### src/rtl/id_stage_pipe.sv
// rtl/id_stage_pipe.sv - MIPS decode stage with operand forwarding, load-use stall and ID/EX register
// Purpose: decodes logic/shift/arithmetic/compare ops, selects operands (immediate, r0,
//   forwarded result, register file), raises a load-use stall request and registers
//   the decoded instruction into ID/EX with flush/stall/bubble handling.
// Ports:
//   clk, rst (sync, active-high); stall_i, flush_i from ctrl
//   pc_i, inst_i from if_id; rf1/rf2 read port (re/addr out, data in)
//   fwd_we_i/fwd_wd_i/fwd_wdata_i: FWD_N forwarding sources, slot 0 = EX
//   ex_is_load_i: EX holds a load; stall_req_o: load-use stall request
//   ex_*: registered pc, aluop, alusel, operands, destination, write enable, illegal flag
module id_stage_pipe #(
  parameter int DATA_W  = 32,
  parameter int RADDR_W = 5,
  parameter int FWD_N   = 2
) (
  input  logic                       clk,
  input  logic                       rst,
  input  logic                       stall_i,
  input  logic                       flush_i,
  input  logic [31:0]                pc_i,
  input  logic [31:0]                inst_i,
  input  logic [DATA_W-1:0]          rf1_data_i,
  input  logic [DATA_W-1:0]          rf2_data_i,
  output logic                       rf1_re_o,
  output logic [RADDR_W-1:0]         rf1_addr_o,
  output logic                       rf2_re_o,
  output logic [RADDR_W-1:0]         rf2_addr_o,
  input  logic [FWD_N-1:0]           fwd_we_i,
  input  logic [FWD_N*RADDR_W-1:0]   fwd_wd_i,
  input  logic [FWD_N*DATA_W-1:0]    fwd_wdata_i,
  input  logic                       ex_is_load_i,
  output logic                       stall_req_o,
  output logic [31:0]                ex_pc_o,
  output logic [7:0]                 ex_aluop_o,
  output logic [2:0]                 ex_alusel_o,
  output logic [DATA_W-1:0]          ex_reg1_o,
  output logic [DATA_W-1:0]          ex_reg2_o,
  output logic [RADDR_W-1:0]         ex_wd_o,
  output logic                       ex_wreg_o,
  output logic                       ex_illegal_o
);

  localparam logic [7:0] EXE_NOP_OP   = 8'h00, EXE_SRL_OP   = 8'h02, EXE_SRA_OP   = 8'h03;
  localparam logic [7:0] EXE_SLLV_OP  = 8'h04, EXE_SRLV_OP  = 8'h06, EXE_SRAV_OP  = 8'h07;
  localparam logic [7:0] EXE_ADD_OP   = 8'h20, EXE_ADDU_OP  = 8'h21, EXE_SUB_OP   = 8'h22;
  localparam logic [7:0] EXE_SUBU_OP  = 8'h23, EXE_AND_OP   = 8'h24, EXE_OR_OP    = 8'h25;
  localparam logic [7:0] EXE_XOR_OP   = 8'h26, EXE_NOR_OP   = 8'h27, EXE_SLT_OP   = 8'h2A;
  localparam logic [7:0] EXE_SLTU_OP  = 8'h2B, EXE_ADDI_OP  = 8'h55, EXE_ADDIU_OP = 8'h56;
  localparam logic [7:0] EXE_SLTI_OP  = 8'h57, EXE_SLTIU_OP = 8'h58, EXE_ANDI_OP  = 8'h59;
  localparam logic [7:0] EXE_ORI_OP   = 8'h5A, EXE_XORI_OP  = 8'h5B, EXE_LUI_OP   = 8'h5C;
  localparam logic [7:0] EXE_SLL_OP   = 8'h7C;

  localparam logic [2:0] EXE_RES_NOP   = 3'b000;
  localparam logic [2:0] EXE_RES_LOGIC = 3'b001;
  localparam logic [2:0] EXE_RES_SHIFT = 3'b010;
  localparam logic [2:0] EXE_RES_ARITH = 3'b100;

  logic [5:0]         opcode, funct;
  logic [15:0]        imm16;
  logic [RADDR_W-1:0] raddr1, raddr2, rd_addr, ex_dst;
  logic [DATA_W-1:0]  imm_zext, imm_sext, imm_lui, imm_shamt;

  assign opcode    = inst_i[31:26];
  assign funct     = inst_i[5:0];
  assign imm16     = inst_i[15:0];
  assign raddr1    = RADDR_W'(inst_i[25:21]);
  assign raddr2    = RADDR_W'(inst_i[20:16]);
  assign rd_addr   = RADDR_W'(inst_i[15:11]);
  assign imm_zext  = DATA_W'(imm16);
  assign imm_sext  = {{(DATA_W-16){imm16[15]}}, imm16};
  assign imm_lui   = {imm16, {(DATA_W-16){1'b0}}};
  assign imm_shamt = DATA_W'(inst_i[10:6]);

  logic [7:0]         dec_aluop;
  logic [2:0]         dec_alusel;
  logic               dec_wreg, dec_illegal, dec_re1, dec_re2, dec_itype;
  logic [RADDR_W-1:0] dec_wd;
  logic [DATA_W-1:0]  dec_imm;

  always_comb begin
    dec_aluop   = EXE_NOP_OP;
    dec_alusel  = EXE_RES_NOP;
    dec_wreg    = 1'b0;
    dec_wd      = '0;
    dec_re1     = 1'b0;
    dec_re2     = 1'b0;
    dec_imm     = '0;
    dec_illegal = 1'b0;
    dec_itype   = 1'b1;
    case (opcode)
      6'h00: begin
        dec_itype = 1'b0;
        dec_wreg  = 1'b1;
        dec_wd    = rd_addr;
        dec_re1   = 1'b1;
        dec_re2   = 1'b1;
        case (funct)
          6'h25: begin dec_aluop = EXE_OR_OP;   dec_alusel = EXE_RES_LOGIC; end
          6'h24: begin dec_aluop = EXE_AND_OP;  dec_alusel = EXE_RES_LOGIC; end
          6'h26: begin dec_aluop = EXE_XOR_OP;  dec_alusel = EXE_RES_LOGIC; end
          6'h27: begin dec_aluop = EXE_NOR_OP;  dec_alusel = EXE_RES_LOGIC; end
          6'h04: begin dec_aluop = EXE_SLLV_OP; dec_alusel = EXE_RES_SHIFT; end
          6'h06: begin dec_aluop = EXE_SRLV_OP; dec_alusel = EXE_RES_SHIFT; end
          6'h07: begin dec_aluop = EXE_SRAV_OP; dec_alusel = EXE_RES_SHIFT; end
          6'h20: begin dec_aluop = EXE_ADD_OP;  dec_alusel = EXE_RES_ARITH; end
          6'h21: begin dec_aluop = EXE_ADDU_OP; dec_alusel = EXE_RES_ARITH; end
          6'h22: begin dec_aluop = EXE_SUB_OP;  dec_alusel = EXE_RES_ARITH; end
          6'h23: begin dec_aluop = EXE_SUBU_OP; dec_alusel = EXE_RES_ARITH; end
          6'h2A: begin dec_aluop = EXE_SLT_OP;  dec_alusel = EXE_RES_ARITH; end
          6'h2B: begin dec_aluop = EXE_SLTU_OP; dec_alusel = EXE_RES_ARITH; end
          // Immediate shifts: shamt rides in operand 1, rs is not read.
          6'h00: begin dec_aluop = EXE_SLL_OP; dec_alusel = EXE_RES_SHIFT; dec_re1 = 1'b0; dec_imm = imm_shamt; end
          6'h02: begin dec_aluop = EXE_SRL_OP; dec_alusel = EXE_RES_SHIFT; dec_re1 = 1'b0; dec_imm = imm_shamt; end
          6'h03: begin dec_aluop = EXE_SRA_OP; dec_alusel = EXE_RES_SHIFT; dec_re1 = 1'b0; dec_imm = imm_shamt; end
          6'h0F: begin dec_wreg = 1'b0; dec_wd = '0; dec_re1 = 1'b0; dec_re2 = 1'b0; end
          default: begin
            dec_illegal = 1'b1;
            dec_wreg    = 1'b0;
            dec_wd      = '0;
            dec_re1     = 1'b0;
            dec_re2     = 1'b0;
          end
        endcase
      end
      6'h0D: begin dec_aluop = EXE_ORI_OP;   dec_alusel = EXE_RES_LOGIC; dec_imm = imm_zext; end
      6'h0C: begin dec_aluop = EXE_ANDI_OP;  dec_alusel = EXE_RES_LOGIC; dec_imm = imm_zext; end
      6'h0E: begin dec_aluop = EXE_XORI_OP;  dec_alusel = EXE_RES_LOGIC; dec_imm = imm_zext; end
      6'h0F: begin dec_aluop = EXE_LUI_OP;   dec_alusel = EXE_RES_LOGIC; dec_imm = imm_lui;  end
      6'h08: begin dec_aluop = EXE_ADDI_OP;  dec_alusel = EXE_RES_ARITH; dec_imm = imm_sext; end
      6'h09: begin dec_aluop = EXE_ADDIU_OP; dec_alusel = EXE_RES_ARITH; dec_imm = imm_sext; end
      6'h0A: begin dec_aluop = EXE_SLTI_OP;  dec_alusel = EXE_RES_ARITH; dec_imm = imm_sext; end
      6'h0B: begin dec_aluop = EXE_SLTIU_OP; dec_alusel = EXE_RES_ARITH; dec_imm = imm_sext; end
      6'h33: dec_itype = 1'b0;  // PREF: architectural no-op
      default: begin dec_itype = 1'b0; dec_illegal = 1'b1; end
    endcase
    if (dec_itype) begin
      dec_wreg = 1'b1;
      dec_wd   = raddr2;
      // LUI carries its whole value in the immediate, so rs is left unread.
      dec_re1  = (opcode != 6'h0F);
    end
  end

  // Lowest-numbered (youngest) matching source wins, so scan from the oldest down.
  function automatic logic [DATA_W-1:0] pick_operand(
    input logic                     re,
    input logic [RADDR_W-1:0]       addr,
    input logic [DATA_W-1:0]        imm,
    input logic [DATA_W-1:0]        rf_data,
    input logic [FWD_N-1:0]         we,
    input logic [FWD_N*RADDR_W-1:0] wd,
    input logic [FWD_N*DATA_W-1:0]  wdata
  );
    logic [DATA_W-1:0] v;
    if (!re) v = imm;
    else if (addr == '0) v = '0;
    else begin
      v = rf_data;
      for (int k = FWD_N - 1; k >= 0; k--)
        if (we[k] && wd[k*RADDR_W +: RADDR_W] == addr) v = wdata[k*DATA_W +: DATA_W];
    end
    return v;
  endfunction

  logic [DATA_W-1:0] opnd1, opnd2;
  logic              hazard;

  assign opnd1 = pick_operand(dec_re1, raddr1, dec_imm, rf1_data_i, fwd_we_i, fwd_wd_i, fwd_wdata_i);
  assign opnd2 = pick_operand(dec_re2, raddr2, dec_imm, rf2_data_i, fwd_we_i, fwd_wd_i, fwd_wdata_i);

  assign ex_dst = fwd_wd_i[RADDR_W-1:0];
  assign hazard = ex_is_load_i && fwd_we_i[0] && (ex_dst != '0) &&
                  ((dec_re1 && ex_dst == raddr1) || (dec_re2 && ex_dst == raddr2));

  assign stall_req_o = hazard && !rst;
  assign rf1_re_o    = dec_re1 && !rst;
  assign rf2_re_o    = dec_re2 && !rst;
  assign rf1_addr_o  = rst ? '0 : raddr1;
  assign rf2_addr_o  = rst ? '0 : raddr2;

  logic [31:0]        pc_d, pc_q;
  logic [7:0]         aluop_d, aluop_q;
  logic [2:0]         alusel_d, alusel_q;
  logic [DATA_W-1:0]  reg1_d, reg1_q, reg2_d, reg2_q;
  logic [RADDR_W-1:0] wd_d, wd_q;
  logic               wreg_d, wreg_q, illegal_d, illegal_q;

  always_comb begin
    pc_d      = pc_q;
    aluop_d   = aluop_q;
    alusel_d  = alusel_q;
    reg1_d    = reg1_q;
    reg2_d    = reg2_q;
    wd_d      = wd_q;
    wreg_d    = wreg_q;
    illegal_d = illegal_q;
    // Flush beats hold; an unheld hazard turns into a bubble (same all-zero NOP).
    if (flush_i || (!stall_i && hazard)) begin
      pc_d      = '0;
      aluop_d   = EXE_NOP_OP;
      alusel_d  = EXE_RES_NOP;
      reg1_d    = '0;
      reg2_d    = '0;
      wd_d      = '0;
      wreg_d    = 1'b0;
      illegal_d = 1'b0;
    end else if (!stall_i) begin
      pc_d      = pc_i;
      aluop_d   = dec_aluop;
      alusel_d  = dec_alusel;
      reg1_d    = opnd1;
      reg2_d    = opnd2;
      wd_d      = dec_wd;
      wreg_d    = dec_wreg;
      illegal_d = dec_illegal;
    end
  end

  always_ff @(posedge clk) begin
    if (rst) begin
      pc_q      <= '0;
      aluop_q   <= EXE_NOP_OP;
      alusel_q  <= EXE_RES_NOP;
      reg1_q    <= '0;
      reg2_q    <= '0;
      wd_q      <= '0;
      wreg_q    <= 1'b0;
      illegal_q <= 1'b0;
    end else begin
      pc_q      <= pc_d;
      aluop_q   <= aluop_d;
      alusel_q  <= alusel_d;
      reg1_q    <= reg1_d;
      reg2_q    <= reg2_d;
      wd_q      <= wd_d;
      wreg_q    <= wreg_d;
      illegal_q <= illegal_d;
    end
  end

  assign ex_pc_o      = pc_q;
  assign ex_aluop_o   = aluop_q;
  assign ex_alusel_o  = alusel_q;
  assign ex_reg1_o    = reg1_q;
  assign ex_reg2_o    = reg2_q;
  assign ex_wd_o      = wd_q;
  assign ex_wreg_o    = wreg_q;
  assign ex_illegal_o = illegal_q;

endmodule

### config.mk
export PLATFORM = sky130hd
export DESIGN_NAME = id_stage_pipe
export DESIGN_NICKNAME = d
export VERILOG_FILES = /design/src/rtl/id_stage_pipe.sv
export SDC_FILE = /design/constraint.sdc
export NUM_CORES = 1
export LEC_CHECK = 0
export ABC_CLOCK_PERIOD_IN_PS = 2700
export CAP_MARGIN = 15
export CORE_UTILIZATION = 36
export DETAILED_ROUTE_END_ITERATION = 10
export PLACE_DENSITY_LB_ADDON = 0.1
export SYNTH_ARGS = -nofsm -noshare
export SYNTH_HDL_FRONTEND = slang
export SYNTH_SLANG_ARGS = --single-unit
export TNS_END_PERCENT = 10
### constraint.sdc
create_clock -name clk -period 2.7 [get_ports clk]
set_clock_uncertainty 0.2 [all_clocks]
set_input_delay 0.675 -clock clk [delete_from_list [all_inputs] [get_ports clk]]
set_output_delay 0.675 -clock clk [all_outputs]
set_load 0.01 [all_outputs]
==> run metrics, run 1 <==
status complete, but fails checks; failing checks setup timing; fraction of layout instances using a drive strength above 1 18.6%; grt peak-use layer met2; final net count 1375; drt first pass iters 5; max-slew violation count 0; Worst Setup Start Kind input pin; Post-synth ARST share 0%; DP HPWL 19800 um; Setup crit end kind output port; cts hold-fix bufs 0; largest net degree at the start of global routing 42; Post-Syn Instances about 760; Finish-stage setup viols about 120; initial antenna violation count 1; total track usage between 20% and 30%; TritonCTS clock tree yes; sequential cell area in the final layout 2240 um^2; first-pass GRT wire length about 40000 um; Cell Pwr Density 353 nW/um^2; via count ~7300; Post-synth EDFFs 0; fill cell count 1538; class of the worst hold path flip-flop to flip-flop; CP max stage delay 0.57 ns; Avg WL per Cell 18.8 um; I/O Buffers about 330; commonest cells after routing, fill and taps aside clkdlybuf4s50_1 (309), dfxtp_1 (112), buf_4 (87); core area approximately 17000 um^2; Num CTS Buffers 9; post-route setup slack -0.521 ns; ranking of synthesized cells by area dfxtp_1 (35%), mux2i_1 (8.2%), a21oi_1 (6.0%); Routability Congestion approximately 0.9; Int Pwr 0.00296 W; min Tclk post-route between 3 and 4 ns; GRT met1 Usage 34.0%; met2 Usage GRT between 40% and 50%; Seq cells post-synth between 100 and 150; leading area contributor after synthesis dfxtp_1; Synth Net Count between 900 and 1000; hold wc startpoint ex_aluop_o[5]; Die Wd 135 um; crit path cell chain buf_6 -> or4_4 -> nor3_4 -> a31oi_4 -> o32a_1 -> nor3_2 -> buf_2; CP max FO 3; Warnings, synthesis 0; final WL 26300 um; root cell of the clock tree clkbuf_16; global route overflow 0; critical path required time 1.82 ns; post-synthesis sequential area ratio around 35%; Util after Layout 66.7%; leakage power 4.36 nW; area of the multi-input gates about 3900 um^2; drt drc 0; ANT nets after route 0; Clk network pwr share 33.4%; post-route cell area 11500 um^2; switching power 0.00110 W; fmax 0.310 GHz; Die H 135 um; switching part of the total 27.1%; Rows 48; count of different cell masters after synthesis 51; max-cap violations 0; Worst Path Arrival 2.35 ns; CP startpoint inst_i[26]; slowest stage cell, crit path or4_4; Comb pwr share 24.6%; FF-to-FF Start ex_reg1_o[26]; Syn Area/Cell 8.30 um^2; Tcrit/Tclk final 119%; maximum vdd ir drop 0.287 mV; Primary FF master, synth dfxtp_1; DR iter-0 viols 438; I/O pin total 336; met3 track demand over resource under 10%; post-synth top area share between 30% and 40%; RSZ-0062 raised after global routing yes; Final Hold Viols 0; most common cell after layout, fill and taps aside clkdlybuf4s50_1; Setup CP Type input pin to output port; CTS sink cnt 112; placed cell area 10700 um^2; Skew-Pair Late Insertion Delay 0.35 ns; Initial Utilization 36.7%; vias in the first global route 7195; Reg clk slew, reported paths around 0.08 ns; Layout Area Growth over Synthesis 81.5%; H-tree levels 3; Via density 5.24; Die Area 18100 um^2; Sequential Power Share 41.9%; Clock Tree Buf Depth 2; synthesized cell area 6330 um^2
## critical path, delay by kind of cell
family / cells / cell delay (ns)
and+or+nand+nor: 3 / 0.91
buffers and inverters: 2 / 0.25
AOI/OAI and AO/OA: 2 / 0.51
## metal layers
metal / vias up / wire length [um]
met3: 46 / 1830
met1: 3410 / 10700
met5: - / 0
met4: 0 / 780
met2: 296 / 13000
li1: 3568 / -
## layout make-up
class,count,share of cell area (%)
Timing Repair Buffer,456,40.7
Sequential cell,112,19.5
Multi-Input combinational cell,568,34.1
Antenna cell,1,0.0218
Clock inverter,6,0.533
Clock buffer,10,2.08
Inverter,19,0.621
Tap cell,225,2.45
## cell families (layout without fill, tap and decap cells)
kind of cell / Yosys count / count (layout) / synth area share (%)
xor gates and xnor gates: 22 / 22 / 3.04
AOI/OAI and AO/OA: 236 / 236 / 24.1
and+or+nand+nor: 225 / 225 / 17.6
buffers and inverters: 83 / 491 / 5.79
other: 1 / 2 / 0.0592
muxes: 84 / 84 / 13.9
DFF: 112 / 112 / 35.4
## cells in the mapped netlist, drive strengths merged, types with 3 or more instances
cell    instances
dfxtp         112
a21oi          76
nand2          68
nor2           61
mux2i          52
o21ai          48
clkbuf         39
mux2           32
nor2b          32
a22oi          31
buf            25
inv            19
a21o           17
a311oi         17
nor3           17
xor2           17
and2           15
o221ai         15
a221oi          8
nor4            7
o211ai          5
xnor2           5
nand3           4
or2             4
a2111o          3
and3            3
nand2b          3
nand4           3
o22ai           3
or4             3
## registers in the layout (all words and copies together) (netlist names)
signal        count
ex_reg1_o        32
ex_wd_o           5
ex_illegal_o      1
ex_pc_o          32
ex_aluop_o        6
ex_alusel_o       3
ex_wreg_o         1
ex_reg2_o        32
## final timing paths
check | endpoint | slack [ns] | cells past startpoint
setup / recovery | stall_req_o | -0.52 | 7
hold reg to reg | ex_aluop_o[5] | 0.27 | 2
setup reg to reg | ex_reg1_o[26] | 1.62 | 2
hold / removal | ex_aluop_o[5] | 0.27 | 2
## what timing repair did
item / in CTS / in global routing
cloned: 5 / 2
setup endpoints to repair: 125 / 115
pin swaps: 23 / 12
buffers inserted: 11 / 8
resized for setup: 69 / 16
## power by group through the flow
stage,sequential (W),combinational (W),clock (W)
6_report,0.00170,0.00100,0.00136
5_1_grt,0.00171,0.00106,0.00145
2_1_floorplan,0.00175,0.000304,0
4_1_cts,0.00170,0.000979,0.00139
3_5_place_dp,0.00174,0.000923,0
3_3_place_gp,0.00174,0.000920,0
## stage by stage
step / instances / power [W] / TNS (ns) / setup slack, ns / hold WS, ns
after global routing: 1397 / 0.00422 / -28.62 / -0.563 / 0.291
final: 1397 / 0.00406 / -23.43 / -0.521 / 0.268
after CTS: 1389 / 0.00407 / -15.85 / -0.514 / 0.273
after global placement: 1357 / 0.00266 / -82.91 / -1.22 / 0.250
after detailed placement: 1357 / 0.00266 / -84.65 / -1.23 / 0.261
after floorplan: 763 / 0.00206 / -21.09 / -0.269 / 0.283
No activity file was read; power rests on OpenSTA's default activity.
==> inputs of run 2 (changes only) <==
CAP_MARGIN = 20   (was 15)
==> results of run 2 <==
The final DEF is identical to that of run 1; final timing and power are the same.
